File: config.mk
export PLATFORM = sky130hd
export DESIGN_NAME = alu_cmd_issuer
export DESIGN_NICKNAME = d
export VERILOG_FILES = /design/src/rtl/alu_cmd_issuer.sv
export SDC_FILE = /design/constraint.sdc
export NUM_CORES = 1
export LEC_CHECK = 0
export BUFFER_PORTS_ARGS = -buffer_cell sky130_fd_sc_hd__buf_2
export CAP_MARGIN = 20
export CELL_PAD_IN_SITES_DETAIL_PLACEMENT = 0
export CELL_PAD_IN_SITES_GLOBAL_PLACEMENT = 1
export CORE_AREA = 3 3 102 55
export DETAILED_ROUTE_END_ITERATION = 12
export DIE_AREA = 0 0 105 58
export PLACE_DENSITY_LB_ADDON = 0.08
export SYNTH_ARGS = -nofsm -noshare
export SYNTH_HDL_FRONTEND = slang
export SYNTH_SLANG_ARGS = --single-unit
export TNS_END_PERCENT = 20
File: constraint.sdc
create_clock -name clk -period 3.5 [get_ports clk]
set_input_delay 0.7 -clock clk [delete_from_list [all_inputs] [get_ports clk]]
set_output_delay 0.7 -clock clk [all_outputs]
set_load 0.02 [all_outputs]
File: src/rtl/alu_cmd_issuer.sv
// Command issuer: sequences one command at a time through an external 8-bit ALU
// into an accumulator. Define ALU_CMD_ISSUER_MUL_EN to add the shift-add multiply.
module alu_cmd_issuer (
  input  logic       clk,
  input  logic       rst,
  input  logic       cmd_valid,
  output logic       cmd_ready,
  input  logic [3:0] cmd_op,
  input  logic [7:0] cmd_b,
  output logic [3:0] alu_op,
  output logic [7:0] alu_a,
  output logic [7:0] alu_b,
  input  logic [7:0] alu_res,
  input  logic       alu_zf,
  input  logic       alu_sf,
  input  logic       alu_cf,
  input  logic       alu_of,
  output logic       rsp_valid,
  input  logic       rsp_ready,
  output logic [7:0] rsp_data,
  output logic [3:0] rsp_flags,
  output logic       rsp_err
);

  localparam int unsigned OP_W   = 4;
  localparam int unsigned DATA_W = 8;
  localparam int unsigned FLAG_W = 4;

  localparam logic [OP_W-1:0] OP_ADD  = OP_W'(4'h0);
  localparam logic [OP_W-1:0] OP_SLTU = OP_W'(4'hA);
  localparam logic [OP_W-1:0] OP_LOAD = OP_W'(4'hF);

  typedef enum logic [1:0] {
    S_IDLE  = 2'd0,
    S_ISSUE = 2'd1,
`ifdef ALU_CMD_ISSUER_MUL_EN
    S_MUL   = 2'd3,
`endif
    S_RESP  = 2'd2
  } state_t;

  state_t              state;
  logic [DATA_W-1:0]   acc;
  logic [FLAG_W-1:0]   flags;
  logic                err_r;

`ifdef ALU_CMD_ISSUER_MUL_EN
  localparam logic [OP_W-1:0] OP_MUL = OP_W'(4'hB);

  logic [DATA_W-1:0]   b_r;
  logic [DATA_W-1:0]   p;
  logic [2:0]          mul_cnt;
  logic [DATA_W-1:0]   p_next;

  // Partial product after the current step: accumulate only where the multiplier bit is set
  assign p_next = b_r[mul_cnt] ? alu_res : p;
`endif

  assign rsp_data  = acc;
  assign rsp_flags = flags;
  assign rsp_err   = err_r;

  // ALU operands are registered one edge ahead so they are stable for the whole ISSUE/MUL cycle
  always_ff @(posedge clk) begin
    if (rst) begin
      state     <= S_IDLE;
      acc       <= DATA_W'(0);
      flags     <= FLAG_W'(0);
      err_r     <= 1'b0;
      cmd_ready <= 1'b1;
      rsp_valid <= 1'b0;
      alu_op    <= OP_W'(0);
      alu_a     <= DATA_W'(0);
      alu_b     <= DATA_W'(0);
`ifdef ALU_CMD_ISSUER_MUL_EN
      b_r       <= DATA_W'(0);
      p         <= DATA_W'(0);
      mul_cnt   <= 3'd0;
`endif
    end else begin
      case (state)
        S_IDLE: begin
          if (cmd_valid && cmd_ready) begin
            cmd_ready <= 1'b0;
            err_r     <= 1'b0;
`ifdef ALU_CMD_ISSUER_MUL_EN
            b_r       <= cmd_b;
`endif
            if (cmd_op <= OP_SLTU) begin
              state  <= S_ISSUE;
              alu_op <= cmd_op;
              alu_a  <= acc;
              alu_b  <= cmd_b;
`ifdef ALU_CMD_ISSUER_MUL_EN
            end else if (cmd_op == OP_MUL) begin
              state   <= S_MUL;
              mul_cnt <= 3'd0;
              p       <= DATA_W'(0);
              alu_op  <= OP_ADD;
              alu_a   <= DATA_W'(0);
              alu_b   <= acc;
`endif
            end else if (cmd_op == OP_LOAD) begin
              state <= S_RESP;
              acc   <= cmd_b;
              flags <= {cmd_b == DATA_W'(0), cmd_b[DATA_W-1], 2'b00};
            end else begin
              state <= S_RESP;
              err_r <= 1'b1;
            end
          end
        end

        S_ISSUE: begin
          acc    <= alu_res;
          flags  <= {alu_zf, alu_sf, alu_cf, alu_of};
          alu_op <= OP_W'(0);
          alu_a  <= DATA_W'(0);
          alu_b  <= DATA_W'(0);
          state  <= S_RESP;
        end

`ifdef ALU_CMD_ISSUER_MUL_EN
        S_MUL: begin
          p       <= p_next;
          mul_cnt <= mul_cnt + 3'd1;
          if (mul_cnt == 3'd7) begin
            acc    <= p_next;
            flags  <= {p_next == DATA_W'(0), p_next[DATA_W-1], 2'b00};
            alu_op <= OP_W'(0);
            alu_a  <= DATA_W'(0);
            alu_b  <= DATA_W'(0);
            state  <= S_RESP;
          end else begin
            alu_a <= p_next;
            alu_b <= acc << (mul_cnt + 3'd1);
          end
        end
`endif

        // First RESP cycle raises rsp_valid; handshake is taken only once it is visible
        S_RESP: begin
          if (!rsp_valid) begin
            rsp_valid <= 1'b1;
          end else if (rsp_ready) begin
            rsp_valid <= 1'b0;
            cmd_ready <= 1'b1;
            state     <= S_IDLE;
          end
        end

        default: begin
          state     <= S_IDLE;
          cmd_ready <= 1'b1;
          rsp_valid <= 1'b0;
        end
      endcase
    end
  end

endmodule

* Yosys cells after proc, flatten, opt, wreduce, memory -nomap -nowiden *
Cells that the tools add are included.

word-level totals
  flip-flop bits (word level) = 37
  output and inout port bits = 35
  word-level logic and storage cells = 61

operators by class
  order comparisons = 1
  equality and inequality tests = 9
  mux-type cells = 31
  bitwise logic cells = 1
  reductions and logical operators = 10

operator list
  cell                                                                   number
  8-bit two-way mux                                                      7
  8-bit one-hot mux with 2 select lines                                  3
  4-bit two-way mux                                                      5
  4-bit one-hot mux with 2 select lines                                  2
  2-bit inequality test, second input constant                           6
  8-bit logical NOT                                                      1
  2-bit two-way mux                                                      4
  4-bit AND reduction                                                    2
  1-bit two-way mux                                                      7
  2-bit one-hot mux with 3 select lines                                  1
  3-bit AND reduction                                                    2
  4-bit equality test, second input constant                             1
  4-bit less-or-equal comparator, second input constant                  1
  1-bit one-hot mux with 3 select lines                                  1
  2-bit by 1-bit equality test with 1-bit output, second input constant  1
  2-bit equality test, second input constant                             1
  2-bit logical NOT                                                      1
  1-bit one-hot mux with 2 select lines                                  1
  2-bit AND reduction                                                    1
  2-bit nonzero test                                                     1
  2-bit OR reduction                                                     1
  1-bit logical AND                                                      1
  1-bit NOT                                                              1

* Logic depth before layout (Yosys ltp) *
Gate-level depths: netlist of the first run.

  depth after elaboration = 5
  mapped depth = 5
  mapped depth without buffers = 3

* Least setup slack after synthesis of the first run *
Ideal clock, no wire load.

  path type = input -> register
  start point = input cmd_op[1]
  end point = register alu_a[3]
  data arrival time = 1.457 ns
  required time = 3.374 ns
  setup slack = 1.917 ns
  stages on the path = 4
  path buffers = 1
  path through = a21o_1 > a211oi_2 > buf_4 > o31ai_1

between the ends
  cells in the longest elaborated chain, start to end = 3

ends and longest elaborated chain
  element                          line  text
  from (decl)                      8     input logic [3:0] cmd_op,
  4-bit less-or-equal comparator   89    if (cmd_op <= OP_SLTU) begin
  2-bit inequality test (no line)  -
  3-bit AND reduction (no line)    -
  to (signal assigned)             73    alu_a <= DATA_W'(0);
  to (signal assigned)             92    alu_a <= acc;
  to (signal assigned)             118   alu_a <= DATA_W'(0);
  to (decl)                        11    output logic [7:0] alu_a,

Every way passes these cells.
A chain may end at the register's enable or synchronous reset.

* Worst setup path after layout of the first run *
  start point = register state[1]
  end point = register alu_op[1]

between the ends
  cells in the longest elaborated chain, start to end = 3
  elaborated cells between the ends (all ways) = 7
  those cells by class = eq/ne (3); mux (1); reduce/logical (3)

ends and longest elaborated chain
  element                                                                                     line  text
  from (decl)                                                                                 42    state_t state;
  from (signal assigned)                                                                      66    state <= S_IDLE;
  from (signal assigned)                                                                      90    state <= S_ISSUE;
  from (signal assigned)                                                                      104   state <= S_RESP;
  2-bit by 1-bit equality test with 1-bit output / 2-bit logical NOT (equally long branches)  81    case (state)
  2-bit nonzero test (no line) / 2-bit inequality test (equally long branches)                -
  3-bit AND reduction (no line)                                                               -
  to (signal assigned)                                                                        91    alu_op <= cmd_op;
  to (decl)                                                                                   10    output logic [3:0] alu_op,

Several ways; a longest one is shown, not always the timed one.

==> impl_metrics.py, run 1 <==
metrics = {
    "critical_path": {
        "cp.required_ps": 3700,
        "cp-end-kind": "flop",
        "arrival_ps": 2290,
        "path_delay_family": "simple AND/OR/NAND/NOR gates",
        "crit_fanout": 18,
        "critPathBufInv": 0,
        "crit_chain": "nand2b_1 -> nand2b_1 -> o31ai_1",
        "max_stage_delay_ps": 760,
        "r2r_slack_ps": 1410,
        "crit_cells": 3,
        "slowest_stage": "dfxtp_1",
        "critical_path_class": "flop to flop",
        "startpoint": "state[1]$_SDFFE_PP0P_",
        "r2r_cells": 3,
        "cp-start-kind": "flop",
        "r2r-start": "state[1]$_SDFFE_PP0P_",
        "cpMostUsedCell": "nand2b_1",
    },
    "timing": {
        "worst_slew_pin_slew_ps": 925,
        "tns_ps": 0,
        "fin_crit_sh": 0.597,
        "rsz0062_at_grt": "false",
        "slew_violations": 0,
        "hold_violations": 0,
        "period_needed_ps": 2090,
        "clock_skew_ps": 6.85,
        "setup_viol": 0,
        "fmaxAchievable_ghz": 0.478,
        "relSlewSlack": 0.382,
        "whs_ps": 461,
    },
    "global_route": {
        "grt_pass1_wl_mm": 8.75,
        "grt_pass1_vias": 1758,
        "antenna_found_initial": 0,
        "gr-usage-all-layers": 0.181,
        "grt_max_degree": 40,
        "overflow": 0,
    },
    "synth": {
        "synth_edf_count": 0,
        "synth.avg_cell_area_um2": 8.81,
        "synth-seq-cells": 37,
        "synth_flop_cell": "dfxtp_1",
        "netlist_instances": 210,
        "ys_types": 36,
        "seq_area_frac_synth": 0.400,
        "synthArstFlopShare": 0,
        "syn_nets": 238,
        "yosysWarnings": 0,
        "syn_area_um2": 1850,
    },
    "cts": {
        "holdBufCountCts": 0,
        "cts_tree": "yes",
        "clock_latency_ps": 290,
        "cts_htree_levels": 2,
        "post-cts-setup-buffers": 0,
        "cts_sinks": 37,
        "clk_pin_slew_ps": 80,
        "cts_buffer_depth": 2,
        "cts_resized": 0,
        "cts-root-buf": "clkbuf_8",
        "cts_made_buffers": 5,
    },
    "drt": {
        "top_layer_used": "met4",
        "first_pass_iters": 4,
        "wirelength_mm": 5.28,
        "vias": 1795,
        "wl_per_cell_um": 15.9,
        "via_per_inst": 5.41,
        "final_antenna_net_count": 0,
        "drc": 0,
        "met3_length_um": 294,
        "drt_iter0_drc": 122,
        "wl_met2_mm": 2.22,
        "met1_length_mm": 2.74,
    },
    "finish": {
        "fin_nets": 289,
        "area_delta_synth_final_pct": 23.4,
        "drive_gt1_frac": 0.290,
        "utilization": 0.474,
        "final_area_um2": 2280,
        "n_antenna_cell": 0,
        "n_fill_cell": 499,
    },
    "place": {
        "place_area_um2": 2170,
        "gp_congestion": 0.771,
        "dp_hpwl_mm": 3.71,
        "port_buffers": 62,
    },
    "floorplan": {
        "die_area_um2": 6090,
        "floorplan.die.height_um": 58,
        "rows": 18,
        "coreArea_um2": 4820,
        "die_w_um": 105,
        "initial_utilization": 0.384,
        "io_pins": 63,
    },
    "pwr": {
        "irDropWorstVdd_mv": 0.175,
        "power_w": 0.00106,
        "p_per_area_nw_per_um2": 464,
        "leakage_nw": 0.895,
    },
    "status": {
        "status": "completed",
    },
    "flow_run": {
        "drv_cap": 0,
    },
    "hold_path": {
        "worstHoldPathType": "flop to flop",
        "whs_path_depth": 2,
        "worstHoldStart": "alu_op[2]$_SDFFE_PP0P_",
    },
}
[cell type report]
type | count | area, µm² | area share
multi-input cells | 139 | 961 | 0.421
flip-flops and latches | 37 | 741 | 0.324
inverters | 14 | 52.6 | 0.0230
clock buffers | 7 | 86.3 | 0.0378
well taps | 70 | 87.6 | 0.0384
repair buffers | 64 | 325 | 0.142
clock inverters | 1 | 30.0 | 0.0132
[worst register-to-register path, cell delays in order (launching register included)]
cell	delay, ps
dfxtp_1	760
nand2b_1	500
nand2b_1	430
o31ai_1	320
[report_power, final]
part           leakage, nW  internal [W]  switching (W)
Sequential           0.301      0.000447      0.0000266
Combinational        0.536     0.0000676       0.000132
Clock               0.0585      0.000232       0.000153
Total                0.895      0.000747       0.000312
[per-stage QoR]
step	worst slack [ps]	cells
floorplan	1920	210
global placement	1340	324
detailed placement	1310	324
CTS	1410	332
global route	1220	332
finish	1410	332
[routing by layer]
layer  vias up  GRT usage
li1        911          -
met1       835      0.268
met2        44      0.258
met3         5     0.0545
met4         0     0.0393
met5         -          0
[cell families after synthesis]
kind of cell | count (synthesis) | share of synthesized area
flip-flops | 37 | 0.400
AO/OA/AOI/OAI | 77 | 0.331
buffers and inverters | 34 | 0.0805
multiplexers | 1 | 0.00541
AND/OR/NAND/NOR | 61 | 0.183
[cell usage in the layout, fill, tap and decap left out, drive strengths merged, types with 9 or more instances in the layout]
cell type / synthesis / final
buf: 10 / 64
dfxtp: 37 / 37
nand2: 28 / 28
o2111ai: 20 / 20
o31ai: 14 / 14
inv: 14 / 14
a211oi: 13 / 13
nor2b: 10 / 10
a311oi: 9 / 9
[sequential cells by signal, indices dropped and copies added (netlist names)]
register,flops
rsp_flags,4
rsp_err,1
state,2
alu_b,8
rsp_valid,1
rsp_data,8
cmd_ready,1
alu_a,8
alu_op,4
[final timing paths]
kind	to
setup / recovery	alu_op[1]$_SDFFE_PP0P_
hold / removal	alu_op[2]$_SDFFE_PP0P_
setup reg to reg	alu_op[1]$_SDFFE_PP0P_
hold reg to reg	alu_op[2]$_SDFFE_PP0P_
[Yosys cell counts (all sizes together) (3+ instances only)]
cell | count | area share
a311oi | 9 | 0.043
or3b | 7 | 0.033
buf | 10 | 0.032
inv | 14 | 0.028
clkbuf | 10 | 0.020
dfxtp | 37 | 0.40
nand2b | 3 | 0.010
nand2 | 28 | 0.057
a211oi | 13 | 0.055
o2111ai | 20 | 0.095
a21oi | 7 | 0.019
o221ai | 7 | 0.033
nor2b | 10 | 0.034
o31ai | 14 | 0.057
Note: power is estimated with default switching activity, not from simulation.
==> run 2, diff against run 1 <==
CORE_AREA = 3 3 110 59   (was 3 3 102 55)
DIE_AREA = 0 0 113 62   (was 0 0 105 58)
clock period = 1.88 ns   (was 3.5 ns; I/O delays follow)
==> impl_metrics.py, run 2 (synthesized netlist as in run 1, its figures left out) <==
metrics = {
    "finish": {
        "fin_nets": 296,
        "layout_common_cells": "buf_2 (62), dfxtp_1 (37), nand2_1 (28), o2111ai_1 (20), o31ai_1 (14)",
        "final_common_cell": "buf_2",
        "fin_cells": 342,
        "final_area_um2": 2380,
        "area_delta_synth_final_pct": 28.4,
        "drive_gt1_frac": 0.312,
        "n_antenna_cell": 0,
    },
    "pwr": {
        "seq_power_share": 0.410,
        "p_int_w": 0.00150,
        "p_per_area_nw_per_um2": 896,
        "irDropWorstVdd_mv": 0.369,
        "power_w": 0.00213,
        "power.switching_w": 0.000628,
        "pwr-share-comb": 0.189,
        "leakage_nw": 0.949,
        "clock_power_share": 0.400,
        "switching_share": 0.295,
    },
    "timing": {
        "fmaxAchievable_ghz": 0.620,
        "clock_skew_ps": 6.78,
        "slew_violations": 0,
        "hold_violations": 0,
        "period_needed_ps": 1610,
        "setup_viol": 0,
        "rsz0062_at_grt": "false",
        "fin_crit_sh": 0.858,
        "worst_slew_pin_slew_ps": 884,
        "relSlewSlack": 0.407,
        "tns_ps": 0,
        "fin_ws_ps": 267,
    },
    "cts": {
        "cts_sinks": 37,
        "cts_tree": "yes",
        "cts-root-buf": "clkbuf_16",
        "post-cts-setup-buffers": 0,
        "cts_made_buffers": 5,
        "holdBufCountCts": 0,
        "clock_latency_ps": 280,
        "cts_resized": 0,
        "clk_pin_slew_ps": 60,
        "cts_htree_levels": 2,
        "cts_buffer_depth": 2,
    },
    "critical_path": {
        "max_stage_delay_ps": 750,
        "arrival_ps": 1800,
        "r2r_cells": 3,
        "critical_path_class": "flop to flop",
        "critPathBufInv": 0,
        "crit_fanout": 14,
        "slowest_stage": "nor3_2",
        "cp-end-kind": "flop",
        "crit_cells": 3,
        "cp.required_ps": 2070,
        "path_delay_family": "simple AND/OR/NAND/NOR gates",
        "crit_chain": "nor3_2 -> o2111ai_1 -> o31ai_1",
        "cp-start-kind": "flop",
    },
    "global_route": {
        "overflow": 0,
        "gr-usage-all-layers": 0.167,
        "grt_pass1_vias": 1706,
        "grt_max_degree": 33,
        "grt_pass1_wl_mm": 9.06,
        "antenna_found_initial": 0,
    },
    "place": {
        "place_area_um2": 2220,
        "gp_congestion": 0.773,
        "dp_cells": 334,
        "dp_slack_ps": 184,
        "port_buffers": 62,
        "dp_hpwl_mm": 4.14,
    },
    "status": {
        "status": "completed",
    },
    "drt": {
        "drt_iter0_drc": 131,
        "vias": 1864,
        "final_antenna_net_count": 0,
        "wl_per_cell_um": 16.9,
        "via_per_inst": 5.45,
        "wirelength_mm": 5.78,
        "drc": 0,
        "first_pass_iters": 4,
    },
    "hold_path": {
        "worstHoldPathType": "input pin to flop",
        "whs_path_depth": 3,
    },
    "floorplan": {
        "die_area_um2": 7010,
        "coreArea_um2": 5520,
        "io_pins": 63,
        "floorplan.die.height_um": 62,
        "rows": 19,
        "initial_utilization": 0.336,
        "die_w_um": 113,
    },
    "flow_run": {
        "drv_cap": 0,
    },
}
## run 2: cell count changes in the layout (fill, tap and decap cells not counted)
cell       change
clkbuf_16      +5
buf_4          +7
clkbuf_1       -1
clkinv_2       +1
bufinv_16      -1
clkbuf_8       -5
clkinv_4       +1
## run 2: cell type report
type	instances	area, µm²
clock buffers	6	139
repair buffers	71	378
clock inverters	2	13.8
multi-input cells	139	961
fillers	587	3140
well taps	73	91.3
flip-flops and latches	37	741
inverters	14	52.6
## run 2: worst min-delay path: cells and delay by family
kind | cells | cell delay (ps)
AND/OR/NAND/NOR | 1 | 50
AO/OA/AOI/OAI | 1 | 50
buffers and inverters | 1 | 100
## run 2: per-stage QoR
stage	util	hold slack (ps)
2_1_floorplan	-	512
3_3_place_gp	0.403	453
3_5_place_dp	0.403	452
4_1_cts	0.431	337
5_1_grt	0.431	341
6_report	0.431	340
## run 2: path summary, 6_finish.rpt
| check | end | from | slack [ps] |
|---|---|---|---|
| setup / recovery | alu_a[7]$_SDFFE_PP0P_ | state[0]$_SDFFE_PP0P_ | 270 |
| hold / removal | rsp_flags[0]$_SDFFE_PP0P_ | alu_of | 340 |
| setup reg to reg | alu_a[7]$_SDFFE_PP0P_ | state[0]$_SDFFE_PP0P_ | 270 |
| hold reg to reg | alu_op[1]$_SDFFE_PP0P_ | alu_op[1]$_SDFFE_PP0P_ | 460 |
## run 2: metal layers
metal	GRT usage	vias up	wire (µm)
li1	-	927	-
met1	0.245	866	2890
met2	0.250	69	2370
met3	0.0445	2	502
met4	0.0308	0	17
met5	0	-	0
## run 2: power by group through the flow
stage          registers, W  logic [W]  clock network (W)
2_1_floorplan      0.000936   0.000205                  0
3_3_place_gp       0.000891   0.000404                  0
3_5_place_dp       0.000892   0.000405                  0
4_1_cts            0.000874   0.000407           0.000877
5_1_grt            0.000883   0.000440           0.000913
6_report           0.000873   0.000403           0.000852
==> run 3, diff against run 2 <==
CORE_AREA = 3 3 116 62   (was 3 3 110 59)
DIE_AREA = 0 0 119 65   (was 0 0 113 62)
==> impl_metrics.py, run 3 (synthesized netlist as in run 1, its figures left out) <==
metrics = {
    "cts": {
        "cts_made_buffers": 5,
        "post-cts-setup-buffers": 0,
        "cts_buffer_depth": 2,
        "cts_resized": 0,
        "cts-root-buf": "clkbuf_16",
        "cts_tree": "yes",
        "clk_pin_slew_ps": 60,
        "clock_latency_ps": 280,
        "cts_sinks": 37,
        "cts_htree_levels": 2,
        "holdBufCountCts": 0,
    },
    "pwr": {
        "leakage_nw": 0.962,
        "p_per_area_nw_per_um2": 918,
        "clock_power_share": 0.421,
        "p_int_w": 0.00159,
        "power_w": 0.00222,
        "pwr-share-comb": 0.185,
        "seq_power_share": 0.394,
        "switching_share": 0.282,
        "irDropWorstVdd_mv": 0.468,
        "power.switching_w": 0.000626,
    },
    "floorplan": {
        "io_pins": 63,
        "die_area_um2": 7740,
        "die_w_um": 119,
        "rows": 20,
        "floorplan.die.height_um": 65,
        "coreArea_um2": 6130,
        "initial_utilization": 0.302,
    },
    "finish": {
        "utilization": 0.394,
        "fin_cells": 358,
        "fin_nets": 298,
        "drive_gt1_frac": 0.315,
        "layout_common_cells": "buf_2 (62), dfxtp_1 (37), nand2_1 (28), o2111ai_1 (20), o31ai_1 (14)",
        "n_antenna_cell": 0,
        "area_delta_synth_final_pct": 30.6,
        "final_common_cell": "buf_2",
    },
    "timing": {
        "relSlewSlack": 0.410,
        "clock_skew_ps": 4.77,
        "hold_violations": 0,
        "fin_crit_sh": 0.840,
        "worst_slew_pin_slew_ps": 881,
        "rsz0062_at_grt": "false",
        "tns_ps": 0,
        "setup_viol": 0,
        "slew_violations": 0,
        "fmaxAchievable_ghz": 0.633,
        "period_needed_ps": 1580,
        "fin_ws_ps": 301,
    },
    "critical_path": {
        "critical_path_class": "flop to flop",
        "crit_chain": "nor3_2 -> o2111ai_1 -> o31ai_1",
        "slowest_stage": "nor3_2",
        "cp-end-kind": "flop",
        "crit_fanout": 14,
        "max_stage_delay_ps": 760,
        "arrival_ps": 1770,
        "cp-start-kind": "flop",
        "cp.required_ps": 2080,
    },
    "flow_run": {
        "drv_cap": 0,
    },
    "drt": {
        "first_pass_iters": 4,
        "vias": 1889,
        "via_per_inst": 5.28,
        "wl_per_cell_um": 16.9,
        "final_antenna_net_count": 0,
        "drc": 0,
        "drt_iter0_drc": 106,
        "wirelength_mm": 6.04,
    },
    "place": {
        "dp_hpwl_mm": 4.28,
        "port_buffers": 62,
        "gp_congestion": 0.747,
        "dp_slack_ps": 270,
        "dp_cells": 351,
    },
    "global_route": {
        "gr-usage-all-layers": 0.160,
        "antenna_found_initial": 0,
        "grt_pass1_wl_mm": 9.65,
        "grt_max_degree": 39,
        "grt_pass1_vias": 1832,
        "overflow": 0,
    },
    "status": {
        "status": "completed",
    },
    "hold_path": {
        "worstHoldPathType": "input pin to flop",
    },
}
-- run 3: worst paths after layout --
| path | from | endpoint | slack (ps) | cells past startpoint |
|---|---|---|---|---|
| setup / recovery | state[1]$_SDFFE_PP0P_ | alu_b[7]$_SDFFE_PP0P_ | 300 | 3 |
| hold / removal | alu_of | rsp_flags[0]$_SDFFE_PP0P_ | 330 | 3 |
| setup reg to reg | state[1]$_SDFFE_PP0P_ | alu_b[7]$_SDFFE_PP0P_ | 300 | 3 |
| hold reg to reg | alu_a[7]$_SDFFE_PP0P_ | alu_a[7]$_SDFFE_PP0P_ | 460 | 2 |
-- run 3: power by group through the flow --
stage	Clock (W)	Combinational (W)	Sequential, W
finish	0.000934	0.000412	0.000874
CTS	0.000969	0.000413	0.000875
floorplan	0	0.000205	0.000936
global placement	0	0.000411	0.000891
detailed placement	0	0.000411	0.000892
global route	0.00101	0.000447	0.000883
-- run 3: per-stage QoR --
| step | hold WS [ps] | area, µm² |
|---|---|---|
| 6_report | 332 | 2420 |
| 5_1_grt | 346 | 2420 |
| 4_1_cts | 327 | 2420 |
| 3_5_place_dp | 448 | 2260 |
| 3_3_place_gp | 455 | 2260 |
| 2_1_floorplan | 512 | 1850 |
-- run 3: cell type report --
cell class | instances | area [µm²]
Clock buffer | 5 | 125
Clock inverter | 2 | 35.0
Fill cell | 647 | 3710
Inverter | 14 | 52.6
Multi-Input combinational cell | 139 | 961
Sequential cell | 37 | 741
Tap cell | 88 | 110
Timing Repair Buffer | 73 | 393
-- run 3: critical path, delay by kind of cell (launching register included) --
kind,cells,cell delay [ps]
DFF,1,380
AOI/OAI and AO/OA,2,350
and+or+nand+nor,1,760
-- run 3: layer usage --
metal,GRT usage,up-vias,part of all wire
li1,-,933,-
met1,0.230,906,0.51
met2,0.232,48,0.42
met3,0.0506,2,0.070
met4,0.0317,0,0.0031
met5,0,-,0
